## config.mk

```make
export PLATFORM = sky130hd
export DESIGN_NAME = sub_arbiter
export DESIGN_NICKNAME = d
export VERILOG_FILES = /design/src/rtl/sub_arbiter_pkg.sv /design/src/rtl/sub_arbiter_rr_arb2.sv /design/src/rtl/sub_arbiter.sv
export SDC_FILE = /design/constraint.sdc
export NUM_CORES = 1
export LEC_CHECK = 0
export ABC_CLOCK_PERIOD_IN_PS = 2420
export BUFFER_PORTS_ARGS = -buffer_cell sky130_fd_sc_hd__buf_2
export CAP_MARGIN = 20
export CORE_ASPECT_RATIO = 1.25
export CORE_UTILIZATION = 49
export DETAILED_ROUTE_END_ITERATION = 6
export PLACE_DENSITY = 0.75
export SLEW_MARGIN = 20
export SYNTH_ARGS = -nofsm -noshare
export SYNTH_HDL_FRONTEND = slang
export SYNTH_SLANG_ARGS = --single-unit
```

## constraint.sdc

```tcl
create_clock -name clk -period 2.42 [get_ports clk]
set_clock_uncertainty 0.1 [all_clocks]
set_input_delay 0.242 -clock clk [delete_from_list [all_inputs] [get_ports clk]]
set_output_delay 0.242 -clock clk [all_outputs]
set_load 0.01 [all_outputs]
```

## src/rtl/sub_arbiter_pkg.sv

```systemverilog
// Shared types and constants for the two-requester subtract scheduler.
//   sub_state_t : scheduler FSM states
//   REQ0_ID/REQ1_ID : requester identifiers carried on res_id
//   LAST_RESET : reset value of the round-robin pointer (requester 0 wins the first tie)
package sub_arbiter_pkg;

  typedef enum logic [1:0] {
    StIdle = 2'd0,
    StCalc = 2'd1,
    StOut  = 2'd2
  } sub_state_t;

  localparam logic REQ0_ID    = 1'b0;
  localparam logic REQ1_ID    = 1'b1;
  localparam logic LAST_RESET = REQ1_ID;

endpackage

```

## src/rtl/sub_arbiter_rr_arb2.sv

```systemverilog
// rr_arb2: combinational 2-way round-robin picker.
//   valid0, valid1 : requester valids
//   last           : id granted most recently
//   grant_valid    : some requester is granted
//   grant_id       : granted requester id
module rr_arb2 (
  input  logic valid0,
  input  logic valid1,
  input  logic last,
  output logic grant_valid,
  output logic grant_id
);
  import sub_arbiter_pkg::*;

  always_comb begin
    grant_valid = valid0 | valid1;
    grant_id    = REQ0_ID;
    if (valid0 && valid1) begin
      // Tie: the requester not served last time wins.
      grant_id = ~last;
    end else if (valid1) begin
      grant_id = REQ1_ID;
    end
  end

endmodule

```

## src/rtl/sub_arbiter.sv

```systemverilog
// sub_arbiter: round-robin scheduler for a shared WIDTH-bit subtractor.
//   clk, rst                  : clock, synchronous active-high reset
//   reqN_valid/a/b/ready      : requester N operand handshake (N = 0, 1)
//   res_valid/diff/borrow/id  : result port, held until res_ready
//   res_ready                 : consumer accepts the result
//   busy                      : FSM is not idle
module sub_arbiter #(
  parameter int unsigned WIDTH = 8
) (
  input  logic             clk,
  input  logic             rst,
  input  logic             req0_valid,
  input  logic [WIDTH-1:0] req0_a,
  input  logic [WIDTH-1:0] req0_b,
  output logic             req0_ready,
  input  logic             req1_valid,
  input  logic [WIDTH-1:0] req1_a,
  input  logic [WIDTH-1:0] req1_b,
  output logic             req1_ready,
  output logic             res_valid,
  output logic [WIDTH-1:0] res_diff,
  output logic             res_borrow,
  output logic             res_id,
  input  logic             res_ready,
  output logic             busy
);
  import sub_arbiter_pkg::*;

  sub_state_t       state_q, state_d;
  logic             last_q, last_d;
  logic [WIDTH-1:0] a_q, a_d, b_q, b_d;
  logic             id_q, id_d;
  logic             res_valid_q, res_valid_d;
  logic [WIDTH-1:0] res_diff_q, res_diff_d;
  logic             res_borrow_q, res_borrow_d;
  logic             res_id_q, res_id_d;

  logic             grant_valid;
  logic             grant_id;
  logic [WIDTH:0]   sub_full;

  rr_arb2 u_rr_arb2 (
    .valid0      (req0_valid),
    .valid1      (req1_valid),
    .last        (last_q),
    .grant_valid (grant_valid),
    .grant_id    (grant_id)
  );

  // Extra top bit is the borrow: set exactly when a < b.
  assign sub_full = {1'b0, a_q} - {1'b0, b_q};

  always_comb begin
    state_d      = state_q;
    last_d       = last_q;
    a_d          = a_q;
    b_d          = b_q;
    id_d         = id_q;
    res_valid_d  = res_valid_q;
    res_diff_d   = res_diff_q;
    res_borrow_d = res_borrow_q;
    res_id_d     = res_id_q;
    unique case (state_q)
      StIdle: begin
        if (grant_valid) begin
          a_d     = (grant_id == REQ1_ID) ? req1_a : req0_a;
          b_d     = (grant_id == REQ1_ID) ? req1_b : req0_b;
          id_d    = grant_id;
          last_d  = grant_id;
          state_d = StCalc;
        end
      end
      StCalc: begin
        res_diff_d   = sub_full[WIDTH-1:0];
        res_borrow_d = sub_full[WIDTH];
        res_id_d     = id_q;
        res_valid_d  = 1'b1;
        state_d      = StOut;
      end
      StOut: begin
        if (res_ready) begin
          res_valid_d = 1'b0;
          state_d     = StIdle;
        end
      end
      default: state_d = StIdle;
    endcase
  end

  always_ff @(posedge clk) begin
    if (rst) begin
      state_q      <= StIdle;
      last_q       <= LAST_RESET;
      a_q          <= '0;
      b_q          <= '0;
      id_q         <= REQ0_ID;
      res_valid_q  <= 1'b0;
      res_diff_q   <= '0;
      res_borrow_q <= 1'b0;
      res_id_q     <= REQ0_ID;
    end else begin
      state_q      <= state_d;
      last_q       <= last_d;
      a_q          <= a_d;
      b_q          <= b_d;
      id_q         <= id_d;
      res_valid_q  <= res_valid_d;
      res_diff_q   <= res_diff_d;
      res_borrow_q <= res_borrow_d;
      res_id_q     <= res_id_d;
    end
  end

  assign req0_ready = (state_q == StIdle) && grant_valid && (grant_id == REQ0_ID);
  assign req1_ready = (state_q == StIdle) && grant_valid && (grant_id == REQ1_ID);
  assign res_valid  = res_valid_q;
  assign res_diff   = res_diff_q;
  assign res_borrow = res_borrow_q;
  assign res_id     = res_id_q;
  assign busy       = (state_q != StIdle);

endmodule

```

==> flow_summary.ini, run 1 <==
[clock_network]
cts_made_buffers = 5
h-tree-depth = 2
cts_resized = 0
cts-root-buf = clkbuf_4
hold_buffers = 0
clk_pin_slew_worst_paths_ns = 0.10
post-cts-setup-buffer-count = 0
cts_tree = yes
cts_sinks = 31
clock_latency_ns = 0.34
max-clock-path-buffers = 2

[global_routing]
use_met3_pct = 6.67
grt_pass1_wl_mm = 6.10
antenna_found_initial = 0
grtUsageTotal_pct = 24.8
grt_pass1_vias = 1423
use_met1_pct = 29.5
top_usage_layer = met2
use_met2_pct = 40.5
grt_overflow = 0
grt_max_degree = 35

[cells_and_area]
finalNonFillerCells = 254
synthToLayoutAreaGrowth_pct = 21.6
nets = 263
finalInstanceArea_um2 = 1850
layout_commonest_cell = buf_2
antenna-diode-count = 0
final_cell_mix = 50 x buf_2, 31 x dfxtp_1, 23 x nor2_1
layout-drive-gt1-share_pct = 28.4

[setup_path]
cp.required_ns = 2.56
end_kind = register
cp-start-kind = register
path_max_fanout = 3
crit_arrival_ns = 2.25
crit_type = reg -> reg

[timing]
finalHoldViolations = 0
setup_tns_ns = 0
slew_violations = 0
timing.hold.ws_ns = 0.0520
fmax_ghz = 0.474
worstMarginPinSlew_ns = 0.584
fin_crit_sh_pct = 87.2
max_slew_margin_pct = 61.1
layout_setup_ws_ns = 0.310
setup_viol = 0
rsz0062_at_grt = false
period_needed_ns = 2.11

[routing]
avgViaCountPerCell = 5.71
drt_iter0_markers = 139
routed-via-count = 1450
first_pass_iters = 6
drc = 0
ant_nets = 0
routed_wirelength_mm = 3.52
drt-wirelength-per-cell_um = 13.9

[run_status]
status = complete, no violations

[placement]
place_area_um2 = 1760
routabilityCongestion = 0.867
dp_slack_ns = 0.356
place_inst = 246
dp_hpwl_mm = 2.59
io_buffers = 50

[worst_hold_path]
hp-class = in -> reg

[die]
core_um2 = 2950
die_w_um = 51.8
dieArea_um2 = 3330
die_h_um = 64.3
io_pins = 51
floorplan.initialDensity_pct = 51.7
rows = 22

[yosys]
synth_area_um2 = 1520
synth_edf_count = 0
syn-num-nets = 215
yosys_warnings = 0
syn_area_per_cell_um2 = 9.00
seq_area_frac_synth_pct = 40.8
ys_ff_latch = 31
synth_cells = 169
synth_cell_types = 38
yosys_most_used_dff = dfxtp_1
async_flop_share_pct = 0

[power_and_ir_drop]
power-per-cell-area_nw_per_um2 = 768
clockPowerShare_pct = 30.2
ir_worst_vdd_v = 0.000511
intPower_uw = 988
p_leak_nw = 0.834
combPwrFrac_pct = 27.5
seq_power_share_pct = 42.3
netSwitchingFraction_pct = 30.5
p_sw_uw = 434

[flow_run]
maxCapViolCount = 0
## per-stage QoR
stage | total power, mW | utilization (%)
final | 1.42 | 62.8
after global routing | 1.51 | 62.8
after CTS | 1.43 | 62.8
after detailed placement | 0.999 | 59.9
after global placement | 0.984 | 59.9
after floorplan | 0.890 | -
## sequential cells by signal, indices dropped and copies added (netlist names)
name        cells
a_q             8
res_valid       1
last_q          1
state_q         2
b_q             8
res_diff        8
res_id          1
id_q            1
res_borrow      1
## routing by layer
metal / vias to the layer above / wire, um
li1: 728 / -
met1: 670 / 1610
met2: 46 / 1710
met3: 6 / 144
met4: 0 / 60
met5: - / 0
## cells by family (layout without fill, tap and decap cells)
group / count (synthesis) / in the layout / synth area share [%]
AOI/OAI and AO/OA: 48 / 48 / 25.1
xor gates and xnor gates: 1 / 1 / 0.576
adders and majority gates: 9 / 9 / 7.90
buffers and inverters: 24 / 73 / 7.65
DFF: 31 / 31 / 40.8
muxes: 1 / 1 / 0.658
and+or+nand+nor: 55 / 55 / 17.4
## cell usage after synthesis, types with 2 or more instances
master	instances	area (um^2)
dfxtp_1	31	621
nor2_1	23	86.3
a222oi_1	16	160
inv_1	13	48.8
a21oi_1	9	45.0
nand2_1	9	33.8
ha_1	8	100
a211oi_1	4	30.0
nor3_1	4	20.0
and3_1	3	18.8
buf_2	3	15.0
buf_6	3	33.8
clkbuf_1	3	11.3
nand2b_1	3	18.8
nand3_1	3	15.0
nand3b_1	3	22.5
nor2b_1	3	18.8
o21a_1	3	22.5
o21ai_0	3	15.0
a21o_1	2	15.0
buf_1	2	7.51
o2111ai_1	2	17.5
## power groups by stage
stage | registers (mW) | logic, mW | clock network (mW)
floorplan | 0.616 | 0.273 | 0
finish | 0.601 | 0.391 | 0.429
CTS | 0.602 | 0.390 | 0.439
global route | 0.609 | 0.441 | 0.458
global placement | 0.610 | 0.374 | 0
detailed placement | 0.613 | 0.386 | 0
## path summary, 6_finish.rpt
check	depth (start not counted)	slack, ns	endpoint	start
max	7	0.31	res_diff[6]	a_q[0]
min	3	0.05	b_q[7]	req0_b[7]
max reg2reg	7	0.31	res_diff[6]	a_q[0]
min reg2reg	2	0.36	res_id	res_id
## area by class of cell
type,count,area [um^2]
flip-flops and latches,31,621
fillers,257,1090
repair buffers,52,265
multi-input cells,114,785
well taps,36,45.0
inverters,13,48.8
clock inverters,2,35.0
clock buffers,6,51.3
## worst max-delay path, stage by stage, from the launching register on
cell and delay, ns:
dfxtp_1 0.35, inv_1 0.05, ha_1 0.22, fa_1 0.42, nor2b_1 0.21, o2111ai_1 0.19, a21o_1 0.22, a32o_1 0.24
Note: power is estimated with default switching activity, not from simulation.
==> inputs of run 2 (changes only) <==
--- a/config.mk
+++ b/config.mk
@@ -5,13 +5,14 @@
 export SDC_FILE = /design/constraint.sdc
 export NUM_CORES = 1
 export LEC_CHECK = 0
+export ABC_AREA = 1
 export ABC_CLOCK_PERIOD_IN_PS = 2420
 export BUFFER_PORTS_ARGS = -buffer_cell sky130_fd_sc_hd__buf_2
 export CAP_MARGIN = 20
 export CORE_ASPECT_RATIO = 1.25
-export CORE_UTILIZATION = 49
+export CORE_UTILIZATION = 50
 export DETAILED_ROUTE_END_ITERATION = 6
-export PLACE_DENSITY = 0.75
+export PLACE_DENSITY = 0.76
 export SLEW_MARGIN = 20
 export SYNTH_ARGS = -nofsm -noshare
 export SYNTH_HDL_FRONTEND = slang
==> run 2 against run 1 <==
Effect of this change: highest routed layer unchanged; clock power is 0.9% lower; largest power group unchanged; critical endpoint is now req0_ready; setup slack better by 0.26 ns; count of clock-buffer cells in the layout stayed put; area after synthesis is 5.4% higher; fmax is 14% higher; sequential cell count stayed put.
==> flow_summary.ini, run 2 <==
[die]
floorplan.initialDensity_pct = 53.5
rows = 22
dieArea_um2 = 3440
core_um2 = 3000
die_h_um = 65.3
die_w_um = 52.7
io_pins = 51

[global_routing]
grt_max_degree = 25
grt_pass1_vias = 1394
grt_overflow = 0
antenna_found_initial = 0
grt_pass1_wl_mm = 5.75
grtUsageTotal_pct = 22.6

[yosys]
synth_edf_count = 0
synth_common_cells = 78 x nand2_1, 31 x dfxtp_1, 30 x inv_1
yosys_most_used_dff = dfxtp_1
synth_cells = 227
yosys_warnings = 0
synth_area_um2 = 1600
synth.most_common_cell = nand2_1
syn_area_per_cell_um2 = 7.07
syn-num-nets = 273
async_flop_share_pct = 0
synth_top_area_share_pct = 38.7
yosys-top-cells-area = dfxtp_1 39%, nand2_1 18%, inv_1 7.0%
synth_cell_types = 25
synth.largest_area_cell = dfxtp_1
seq_area_frac_synth_pct = 38.7
ys_ff_latch = 31

[cells_and_area]
layout_commonest_cell = nand2_1
finalInstanceArea_um2 = 1960
antenna-diode-count = 0
nFillCells = 274
layout-drive-gt1-share_pct = 23.8
synthToLayoutAreaGrowth_pct = 22.2
final_cell_mix = 78 x nand2_1, 50 x buf_2, 31 x dfxtp_1
nets = 326
finalNonFillerCells = 317
fin_util_pct = 65.3

[timing]
period_needed_ns = 1.85
max_slew_margin_pct = 71.6
rsz0062_at_grt = false
setup_tns_ns = 0
fmax_ghz = 0.539
setup_viol = 0
worstMarginPinSlew_ns = 0.426
finalHoldViolations = 0
slew_violations = 0
fin_crit_sh_pct = 76.6
timing.hold.ws_ns = 0.0544

[routing]
first_pass_iters = 7
routed-via-count = 1575
avgViaCountPerCell = 4.97
drt-wirelength-per-cell_um = 10.6
drt_iter0_markers = 31
drc = 0
ant_nets = 0
routed_wirelength_mm = 3.37

[setup_path]
end_kind = primary output
crit_arrival_ns = 1.51
cp.required_ns = 2.08
crit_buf_inv = 1
cp_cell_sequence = nor2_2 > o21ai_2 > a21oi_4 > buf_2
path_max_fanout = 17
max_stage_delay_ns = 0.36
crit_type = reg -> out
cp-start-kind = register
crit_family = compound AO/OA/AOI/OAI gates
cp_slowest_cell = dfxtp_1

[run_status]
status = complete, no violations

[clock_network]
h-tree-depth = 2
cts_sinks = 31
clk_pin_slew_worst_paths_ns = 0.10
clock_latency_ns = 0.33
max-clock-path-buffers = 2
cts-root-buf = clkbuf_4
cts_tree = yes
cts_made_buffers = 5

[placement]
io_buffers = 50
dp_hpwl_mm = 2.46
place_area_um2 = 1860
place_inst = 308
routabilityCongestion = 0.834

[worst_hold_path]
hp-class = in -> reg

[flow_run]
maxCapViolCount = 0

[power_and_ir_drop]
ir_worst_vdd_v = 0.000523
power-per-cell-area_nw_per_um2 = 739
p_leak_nw = 1.00
==> run 2: cell types whose count changed after synthesis, moves of 4 or more <==
cell,previous run,this run
nand2_1,9,78
a31oi_1,0,17
inv_1,13,30
a222oi_1,16,0
nor2_1,23,14
nand3_1,3,10
o21ai_0,3,8
a211oi_1,4,0
nor3_1,4,0
==> run 2: per-stage QoR <==
step	worst slack, ns	total power [mW]
after floorplan	0.854	0.922
after global placement	0.810	1.02
after detailed placement	0.769	1.03
after CTS	0.534	1.46
after global routing	0.429	1.55
final	0.566	1.45
==> run 2: kinds of logic (layout without fill, tap and decap cells) <==
logic type,after synthesis,after routing,synth area share [%]
and+or+nand+nor,109,109,27.8
buffers and inverters,38,92,10.4
AOI/OAI and AO/OA,37,37,14.0
DFF,31,31,38.7
adders and majority gates,9,9,7.49
xor gates and xnor gates,3,3,1.64
==> run 2: cell type report <==
type | count | area (um^2) | area share [%]
clock buffer | 6 | 51.3 | 2.62
clock inverter | 2 | 35.0 | 1.79
inverter | 31 | 116 | 5.93
multi-input combinational | 158 | 817 | 41.7
sequential | 31 | 621 | 31.7
tap | 36 | 45.0 | 2.30
timing repair buffer | 53 | 275 | 14.0
==> run 2: worst register-to-register path, cell delays in order, from the launching register on <==
cell	delay, ns
dfxtp_1	0.34
inv_1	0.05
ha_1	0.21
fa_1	0.40
inv_1	0.09
nand3_1	0.06
nand3_1	0.08
xor2_1	0.06
o21bai_1	0.13
inv_1	0.05
==> run 2: report_power, final <==
| part | internal, mW | total (mW) | leakage (nW) | switching (mW) |
|---|---|---|---|---|
| combinational | 0.176 | 0.428 | 0.696 | 0.253 |
| clock | 0.244 | 0.425 | 0.0482 | 0.181 |
| sequential | 0.566 | 0.595 | 0.256 | 0.0287 |
| total | 0.986 | 1.45 | 1.00 | 0.462 |
==> run 2: final timing paths <==
| path | start | to | slack (ns) | depth (start not counted) |
|---|---|---|---|---|
| worst max-delay path | state_q[1] | req0_ready | 0.57 | 4 |
| worst min-delay path | req0_a[6] | a_q[6] | 0.05 | 3 |
| worst max register to register | a_q[0] | res_diff[4] | 0.76 | 9 |
| worst min register to register | id_q | id_q | 0.39 | 2 |
==> run 2: metal layers <==
metal	part of all wire, %	wire length (um)	GRT usage (%)
met1	46	1540	27.1
met3	4.7	158	5.56
met2	47	1600	36.9
met5	0	0	0
met4	2.0	68	10.9
==> run 2: timing repair <==
item / CTS / global route
setup buffers: 0 / 0
endpoints found under the setup margin: 0 / 0
hold buffers: 1 / 0
hold endpoints to repair: 1 / 0
resized for setup: 0 / 0
